### config.mk
export PLATFORM = sky130hd
export DESIGN_NAME = maint_refresh_sched_flat
export DESIGN_NICKNAME = d
export VERILOG_FILES = /design/src/rtl/maint_refresh_sched_if.sv /design/src/rtl/maint_refresh_sched.sv /design/src/flat_wrapper.sv
export SDC_FILE = /design/constraint.sdc
export NUM_CORES = 1
export LEC_CHECK = 0
export CAP_MARGIN = 20
export CORE_MARGIN = 1.5
export CORE_UTILIZATION = 40
export DETAILED_ROUTE_END_ITERATION = 10
export PLACE_DENSITY = 0.77
export SYNTH_ARGS = -nofsm -noshare
export SYNTH_HDL_FRONTEND = slang
export SYNTH_SLANG_ARGS = --single-unit
### constraint.sdc
create_clock -name clk -period 2.9 [get_ports clk]
set_input_delay 0.725 -clock clk [delete_from_list [all_inputs] [get_ports clk]]
set_output_delay 0.725 -clock clk [all_outputs]
set_load 0.05 [all_outputs]
### src/rtl/maint_refresh_sched_if.sv
// maint_refresh_sched_if: command-path bus between the refresh scheduler and its neighbours.
// Signals: maint_req/maint_gnt arbiter handshake, maint_bank/maint_bank_state tracker query,
// instr/instr_valid/instr_ready maintenance instruction stream to the command sender.
// master = scheduler side, slave = arbiter/tracker/sender side.
interface maint_refresh_sched_if #(
    parameter int ROW_WIDTH  = 16,
    parameter int BANK_WIDTH = 3
);
    logic                  maint_req;
    logic                  maint_gnt;
    logic [BANK_WIDTH-1:0] maint_bank;
    logic [ROW_WIDTH-1:0]  maint_bank_state;
    logic [31:0]           instr;
    logic                  instr_valid;
    logic                  instr_ready;
    modport master (
        output maint_req, maint_bank, instr, instr_valid,
        input  maint_gnt, maint_bank_state, instr_ready
    );
    modport slave (
        input  maint_req, maint_bank, instr, instr_valid,
        output maint_gnt, maint_bank_state, instr_ready
    );
endinterface

### src/rtl/maint_refresh_sched.sv
// maint_refresh_sched: periodic DDR refresh scheduler (precharge open banks, REF, optional row restore).
// Ports: clk, rst (sync, active-high); ref_en enables the TREFI interval counter; ref_trig adds a credit;
// bus (master) carries arbiter request/grant, tracker query and the maintenance instruction stream;
// pend_cnt outstanding credits, urgent when saturated at MAX_PEND, busy when not idle.
// Build option: define REFRESH_ROW_RESTORE_EN to re-activate previously open rows after REF.
// Command layout: bit31=1, CS at [RAS+1 +: CS_WIDTH] (always 0), RAS/CAS/WE just above the bank field,
// bank at [ROW_WIDTH +: BANK_WIDTH], row at [ROW_WIDTH-1:0]. WAIT is 32'h4000_0000 | cycles.
module maint_refresh_sched #(
    parameter int ROW_WIDTH  = 16,
    parameter int BANK_WIDTH = 3,
    parameter int CS_WIDTH   = 1,
    parameter int TREFI      = 7800,
    parameter int TRP        = 4,
    parameter int TRFC       = 44,
    parameter int TRCD       = 4,
    parameter int MAX_PEND   = 8
) (
    input  logic                 clk,
    input  logic                 rst,
    input  logic                 ref_en,
    input  logic                 ref_trig,
    maint_refresh_sched_if.master bus,
    output logic [3:0]           pend_cnt,
    output logic                 urgent,
    output logic                 busy
);
    localparam int CW    = $clog2(TREFI);
    localparam int WE_B  = ROW_WIDTH + BANK_WIDTH;
    localparam int CAS_B = WE_B + 1;
    localparam int RAS_B = WE_B + 2;
    localparam int CS_B  = WE_B + 3;
    localparam logic [31:0] CS_MASK  = ((32'd1 << CS_WIDTH) - 32'd1) << CS_B;
    localparam logic [31:0] CMD_BASE = 32'h8000_0000 & ~CS_MASK & ~(32'd1 << RAS_B);

    typedef enum logic [3:0] {IDLE, REQ, SCAN, WRP, REF, WRFC, RESTORE, WRCD, DONE} state_t;

    state_t                state, nxt;
    logic [BANK_WIDTH-1:0] bank, bank_n;
    logic                  pre_any, pre_n;
    logic [CW-1:0]         cnt;
    logic                  tick, credit, dec, open;
    logic [31:0]           cmd_pre, cmd_ref;

    assign open     = bus.maint_bank_state[ROW_WIDTH-1];
    assign cmd_pre  = CMD_BASE | (32'd1 << CAS_B) | (32'(bank) << ROW_WIDTH);
    assign cmd_ref  = CMD_BASE | (32'd1 << WE_B);
    assign tick     = ref_en && cnt == CW'(TREFI - 1);
    assign credit   = tick || ref_trig;
    assign urgent   = pend_cnt == 4'(MAX_PEND);
    assign busy     = state != IDLE;
    assign bus.maint_bank = bank;

`ifdef REFRESH_ROW_RESTORE_EN
    logic        act_any, act_n;
    logic [31:0] cmd_act;
    assign cmd_act = CMD_BASE | (32'd1 << CAS_B) | (32'd1 << WE_B) | (32'(bank) << ROW_WIDTH)
                   | 32'(bus.maint_bank_state[ROW_WIDTH-2:0]);
    always_ff @(posedge clk) act_any <= rst ? 1'b0 : act_n;
`else
    // row bits only matter when rows are restored
    logic unused_row;
    assign unused_row = ^bus.maint_bank_state[ROW_WIDTH-2:0];
`endif

    always_ff @(posedge clk) begin
        if (rst) begin
            state    <= IDLE;
            bank     <= '0;
            pre_any  <= 1'b0;
            cnt      <= '0;
            pend_cnt <= '0;
        end else begin
            state    <= nxt;
            bank     <= bank_n;
            pre_any  <= pre_n;
            cnt      <= tick ? '0 : ref_en ? cnt + 1'b1 : cnt;
            pend_cnt <= (credit && !dec) ? (urgent ? pend_cnt : pend_cnt + 4'd1)
                      : (dec && !credit) ? pend_cnt - 4'd1 : pend_cnt;
        end
    end

    always_comb begin
        nxt             = state;
        bank_n          = bank;
        pre_n           = pre_any;
`ifdef REFRESH_ROW_RESTORE_EN
        act_n           = act_any;
`endif
        dec             = 1'b0;
        bus.maint_req   = state != IDLE && state != DONE;
        bus.instr_valid = 1'b0;
        bus.instr       = '0;
        case (state)
            IDLE: nxt = pend_cnt != 0 ? REQ : IDLE;
            REQ: begin
                if (bus.maint_gnt) begin
                    nxt    = SCAN;
                    bank_n = '0;
                    pre_n  = 1'b0;
                end
            end
            // closed banks step through in one cycle, open ones wait for their PRE to be taken
            SCAN: begin
                bus.instr_valid = open;
                bus.instr       = open ? cmd_pre : '0;
                if (!open || bus.instr_ready) begin
                    bank_n = bank + 1'b1;
                    pre_n  = pre_any | open;
                    nxt    = &bank ? WRP : SCAN;
                end
            end
            WRP: begin
                bus.instr_valid = pre_any;
                bus.instr       = pre_any ? 32'h4000_0000 | 32'(TRP) : '0;
                nxt             = (!pre_any || bus.instr_ready) ? REF : WRP;
            end
            REF: begin
                bus.instr_valid = 1'b1;
                bus.instr       = cmd_ref;
                dec             = bus.instr_ready;
                nxt             = bus.instr_ready ? WRFC : REF;
            end
            WRFC: begin
                bus.instr_valid = 1'b1;
                bus.instr       = 32'h4000_0000 | 32'(TRFC);
                if (bus.instr_ready) begin
`ifdef REFRESH_ROW_RESTORE_EN
                    nxt    = RESTORE;
                    bank_n = '0;
                    act_n  = 1'b0;
`else
                    nxt    = DONE;
`endif
                end
            end
`ifdef REFRESH_ROW_RESTORE_EN
            // tracker is frozen during maintenance, so it still shows the rows seen in SCAN
            RESTORE: begin
                bus.instr_valid = open;
                bus.instr       = open ? cmd_act : '0;
                if (!open || bus.instr_ready) begin
                    bank_n = bank + 1'b1;
                    act_n  = act_any | open;
                    nxt    = &bank ? WRCD : RESTORE;
                end
            end
            WRCD: begin
                bus.instr_valid = act_any;
                bus.instr       = act_any ? 32'h4000_0000 | 32'(TRCD) : '0;
                nxt             = (!act_any || bus.instr_ready) ? DONE : WRCD;
            end
`endif
            DONE:    nxt = IDLE;
            default: nxt = IDLE;
        endcase
    end
endmodule

### src/flat_wrapper.sv
// flat-port wrapper written by rule: the top's interface ports become plain ports
module maint_refresh_sched_flat 
#(
    parameter int ROW_WIDTH  = 16,
    parameter int BANK_WIDTH = 3,
    parameter int CS_WIDTH   = 1,
    parameter int TREFI      = 7800,
    parameter int TRP        = 4,
    parameter int TRFC       = 44,
    parameter int TRCD       = 4,
    parameter int MAX_PEND   = 8
)
  (clk, rst, ref_en, ref_trig, pend_cnt, urgent, busy, bus_maint_req, bus_maint_bank, bus_instr, bus_instr_valid, bus_maint_gnt, bus_maint_bank_state, bus_instr_ready);
  maint_refresh_sched_if #(.ROW_WIDTH(ROW_WIDTH), .BANK_WIDTH(BANK_WIDTH)) bus_i ();
  input  logic clk;
  input  logic rst;
  input  logic ref_en;
  input  logic ref_trig;
  output logic [3:0] pend_cnt;
  output logic urgent;
  output logic busy;
  output wire logic [$bits(bus_i.maint_req)-1:0] bus_maint_req;
  output wire logic [$bits(bus_i.maint_bank)-1:0] bus_maint_bank;
  output wire logic [$bits(bus_i.instr)-1:0] bus_instr;
  output wire logic [$bits(bus_i.instr_valid)-1:0] bus_instr_valid;
  input wire logic [$bits(bus_i.maint_gnt)-1:0] bus_maint_gnt;
  input wire logic [$bits(bus_i.maint_bank_state)-1:0] bus_maint_bank_state;
  input wire logic [$bits(bus_i.instr_ready)-1:0] bus_instr_ready;
  assign bus_maint_req = bus_i.maint_req;
  assign bus_maint_bank = bus_i.maint_bank;
  assign bus_instr = bus_i.instr;
  assign bus_instr_valid = bus_i.instr_valid;
  assign bus_i.maint_gnt = bus_maint_gnt;
  assign bus_i.maint_bank_state = bus_maint_bank_state;
  assign bus_i.instr_ready = bus_instr_ready;
  maint_refresh_sched #(.ROW_WIDTH(ROW_WIDTH), .BANK_WIDTH(BANK_WIDTH), .CS_WIDTH(CS_WIDTH), .TREFI(TREFI), .TRP(TRP), .TRFC(TRFC), .TRCD(TRCD), .MAX_PEND(MAX_PEND)) u_core (.clk(clk), .rst(rst), .ref_en(ref_en), .ref_trig(ref_trig), .bus(bus_i), .pend_cnt(pend_cnt), .urgent(urgent), .busy(busy));
endmodule
; Word-level counts from Yosys, hierarchy flattened
; Index checks and enable logic that the tools add are counted.
[totals]
ff_bits = 25
out_inout_bits = 43
[classes]
add_sub_neg = 4
eq_ne = 12
muxes = 22
bitwise = 1
reduce_logical = 22
[op_table]
columns = operator, n
row1 = $pmux W32 S4, 1
row2 = $mux W32, 1
row3 = $mux W31, 1
row4 = $mux W4, 6
row5 = $pmux W4 S6, 1
row6 = $add A13 B1 Y13 const B, 1
row7 = $eq A13 B13 Y1 const B, 1
row8 = $mux W3, 3
row9 = $reduce_and A3 Y1, 3
row10 = $eq A4 B2 Y1 const B, 2
row11 = $eq A4 B3 Y1 const B, 2
row12 = $reduce_bool A4 Y1, 2
row13 = $mux W1, 6
row14 = $ne A2 B2 Y1 const B, 3
row15 = $pmux W3 S2, 1
row16 = $add A4 B1 Y4 const B, 1
row17 = $eq A4 B1 Y1 const B, 1
row18 = $eq A4 B4 Y1 const B, 1
row19 = $logic_and A1 B1 Y1, 4
row20 = $logic_not A1 Y1, 4
row21 = $logic_not A4 Y1, 1
row22 = $ne A4 B4 Y1 const B, 1
row23 = $reduce_bool A2 Y1, 2
row24 = $reduce_or A2 Y1, 2
row25 = other kinds (8), 10

; Logic depth before layout (Yosys ltp)
[depth]
word_depth = 7
depth_mapped = 11
ltp_nobuf = 11

; Least setup slack after synthesis
; OpenSTA, ideal clock, no wires.
[synth_path]
kind = reg2out
start = register u_core.state[3]
end = output bus_instr_valid
arrival_time_ps = 2375
t_required_ps = 2175
setup_slack_ps = -200
stages_incl_launch_ff = 5
n_path_buf = 1
path_cell_list = dfxtp_1 clkbuf_1 nor4b_2 or2_2 or2_2
[synth_between]
elab_chain_len = 3
elab_cells_between_ends = 6
[synth_rtl]
columns = element, line
row1 = start: declaration, maint_refresh_sched.sv:37  ; state_t state, nxt;
row2 = start signal: assignment, maint_refresh_sched.sv:73  ; state <= nxt;
row3 = $eq A4 B3 Y1, maint_refresh_sched.sv:93  ; case (state)
row4 = $reduce_or A2 Y1 (no source line), -
row5 = $pmux W1 S3 *, maint_refresh_sched.sv:93
row6 = end: declaration, flat_wrapper.sv:25  ; output wire logic [$bits(bus_i.instr_valid)-1:0] bus_instr_valid;
; Every way passes the cells marked *; elsewhere a longest branch is shown, timed or not.

; Worst setup path in the final report
[layout_path]
start = input bus_maint_bank_state[15]
end = output bus_instr_valid
[layout_between]
elab_chain_len = 1
[layout_rtl]
columns = element, line
row1 = start: declaration, flat_wrapper.sv:27  ; input wire logic [$bits(bus_i.maint_bank_state)-1:0] bus_maint_bank_state;
row2 = $pmux W1 S3, maint_refresh_sched.sv:93
; No other way between the ends.

==> flow_summary.ini <==
[routing]
drt-total-wl_um = 3120
num_vias = 1351
dr.first_iter.drc_count = 56
vias_per_cell = 4.89
wl_per_cell_um = 11.3
ant_nets = 0
drcViolationCount = 0
drt_pass1_iterations = 4

[critical_path]
cp_slowest_stage_delay_ns = 0.43
crit_chain = clkdlybuf4s50_1 -> nand2_2 -> inv_1 -> or2_2 -> or2_2 -> buf_4
crit_path_top_delay_cell = clkdlybuf4s50_1
cp-startpoint = bus_maint_bank_state[15]
required_ns = 2.17
end_kind = output port
crit_arrival_ns = 2.07
timing.rr.start = u_core.cnt[0]$_SDFFE_PP0P_
start_kind = primary input
crit_fanout = 3
path_class = in -> out
critPathMostFrequentCell = or2_2

[place]
place_area_um2 = 2010
dp_cells = 271
dpl.hpwl_um = 2360
pre_cts_slack_ns = -0.467
io_buffer_count = 27
gp_congestion = 0.863

[global_routing]
grt_overflow = 0
grt_pass1_vias = 1226
gr-usage-met3_pct = 4.00
grt_pass1_wl_um = 5330
top_usage_layer = met2
use_met2_pct = 25.6
grtUsageTotal_pct = 15.0
antenna_found_initial = 0
grtUsageMet1_pct = 18.6
grt_max_degree = 19

[sta]
fin_crit_ns = 2.80
max-slew-margin-rel_pct = 59.7
period_share_pct = 96.5
maxSlewViolCount = 0
tightestPinTransition_ns = 0.602
fin_ws_ns = 0.102
rsz0062_at_grt = no
fmax_ghz = 0.357
finalSetupViolCount = 0
hold_violations = 0
skew_ns = 0.00371

[power_and_ir_drop]
power.density_nw_per_um2 = 681
leakage_nw = 0.941
p_total_mw = 1.41
vdd_drop_max_mv = 0.296

[yosys]
syn_area_um2 = 1680
synthCells = 194
synth_top_cell_by_area = dfxtp_1
ys_top_cells_by_count = buf_4, dfxtp_1, nor2_1, nand2_1, nor2b_1
synth-simple-area-share_pct = 28.7
synth-compound-area-share_pct = 9.48
synth-xor-area-share_pct = 6.79
synth-seq-area-share_pct = 29.9
synth_seq_cells = 25
yosysTopAreaCellShare_pct = 29.9
synth-main-ff-cell = dfxtp_1
synthDistinctLibCells = 50
synth_top_family_by_area = simple AND/OR/NAND/NOR gates
synth_most_common_cell = buf_4
syn_avg_cell_area_um2 = 8.64
synth_edf_count = 0
synthMuxAreaShare_pct = 5.37
synthTopCellsByArea = dfxtp_1, buf_4, nor2_1
synthAdderAreaFrac_pct = 4.93
synthArstFlopShare_pct = 0
yosys_warnings = 0

[clocking]
clkTransAtPathRegs_ns = 0.09
cts_tree = yes
clock_path_buffers = 2
clock_sinks = 25
cts_max_level = 1
clk_latency_ns = 0.27
numCtsBuffers = 3
cts-root-buf = clkbuf_8

[flow_run]
cap_viol_max_count = 0

[worst_hold_path]
min_from = u_core.pre_any$_SDFFE_PP0P_
hold_class = reg -> reg

[finish]
design_area_um2 = 2070
syn2layout_area_growth_pct = 23.3
antennaDiodeCount = 0
final_nets = 255
layout.cells.non_filler = 276
layout-drive-gt1-share_pct = 17.3

[floorplan]
die_area_um2 = 4590
core_um2 = 4030
die_h_um = 67.7
initial_core_util_pct = 41.6
die_x_um = 67.7
row_count = 23
num_io_pins = 65

[status]
status = finished clean
timing repair:
| action | in CTS | in global routing |
|---|---|---|
| pin swaps | 1 | 0 |
| resized for setup | 2 | 2 |
| setup endpoints to repair | 2 | 2 |
| setup buffers | 1 | 0 |
| hold buffers | 0 | 0 |
worst paths after layout:
kind / end / slack, ns / cells after the start
worst min register to register: u_core.pre_any$_SDFFE_PP0P_ / 0.51 / 1
worst min-delay path: u_core.pre_any$_SDFFE_PP0P_ / 0.51 / 1
worst max-delay path: bus_instr_valid / 0.10 / 6
worst max register to register: u_core.pend_cnt[3]$_SDFFE_PP0P_ / 0.28 / 11
area by class of cell:
cell class / instances / area, um2
fill: 409 / 1960
clock inverter: 1 / 5.00
inverter: 6 / 22.5
multi-input combinational: 151 / 1020
sequential: 25 / 500
timing repair buffer: 40 / 412
tap: 50 / 62.6
clock buffer: 3 / 41.3
per-stage QoR:
stage                     hold WS [ns]  util (%)  setup TNS [ns]
after floorplan                  0.464         -               0
after global placement           0.482      49.8          -0.765
after detailed placement         0.486      49.8          -0.906
after CTS                        0.508      51.2               0
after global routing             0.529      51.3               0
final                            0.506      51.3               0
cell usage in the layout (no fill, tap or decap), drive strengths merged, types with 4 or more instances in the layout:
cell type	count
clkdlybuf4s50	17
nand2	9
inv	6
mux2i	6
dfxtp	25
nand4	4
a21oi	6
xnor2	6
conb	22
nor2b	8
and3	8
buf	21
nand2b	5
xor2	7
ha	5
nor2	24
where the power goes:
| part | total (mW) | internal [mW] | switching, mW |
|---|---|---|---|
| combinational | 0.747 | 0.292 | 0.455 |
| sequential | 0.452 | 0.380 | 0.0723 |
| clock | 0.209 | 0.0962 | 0.113 |
| total | 1.41 | 0.769 | 0.640 |
worst max-delay path, delay by kind of cell:
kind	cells	cell delay, ns
buffers and inverters	3	0.68
and+or+nand+nor	3	0.66
flip-flops by register name, indices dropped and copies added, names as in the netlist:
name                   count
u_core.pend_cnt            4
u_core.pre_any             1
u_core.bus.maint_bank      3
u_core.state               4
u_core.cnt                13
metal layers:
layer	vias up	part of all wire (%)	routed length, um
li1	674	-	-
met5	-	0	0
met2	47	47	1470
met1	628	46	1440
met4	0	0.74	23
met3	2	5.8	182
logic make-up after synthesis:
group	count (synthesis)
simple gates	82
buf+inv	39
flops	25
compound gates	20
xor+xnor	13
mux	8
fa+ha+maj	6
other cells	1
Power figures use the tool's default switching activity.
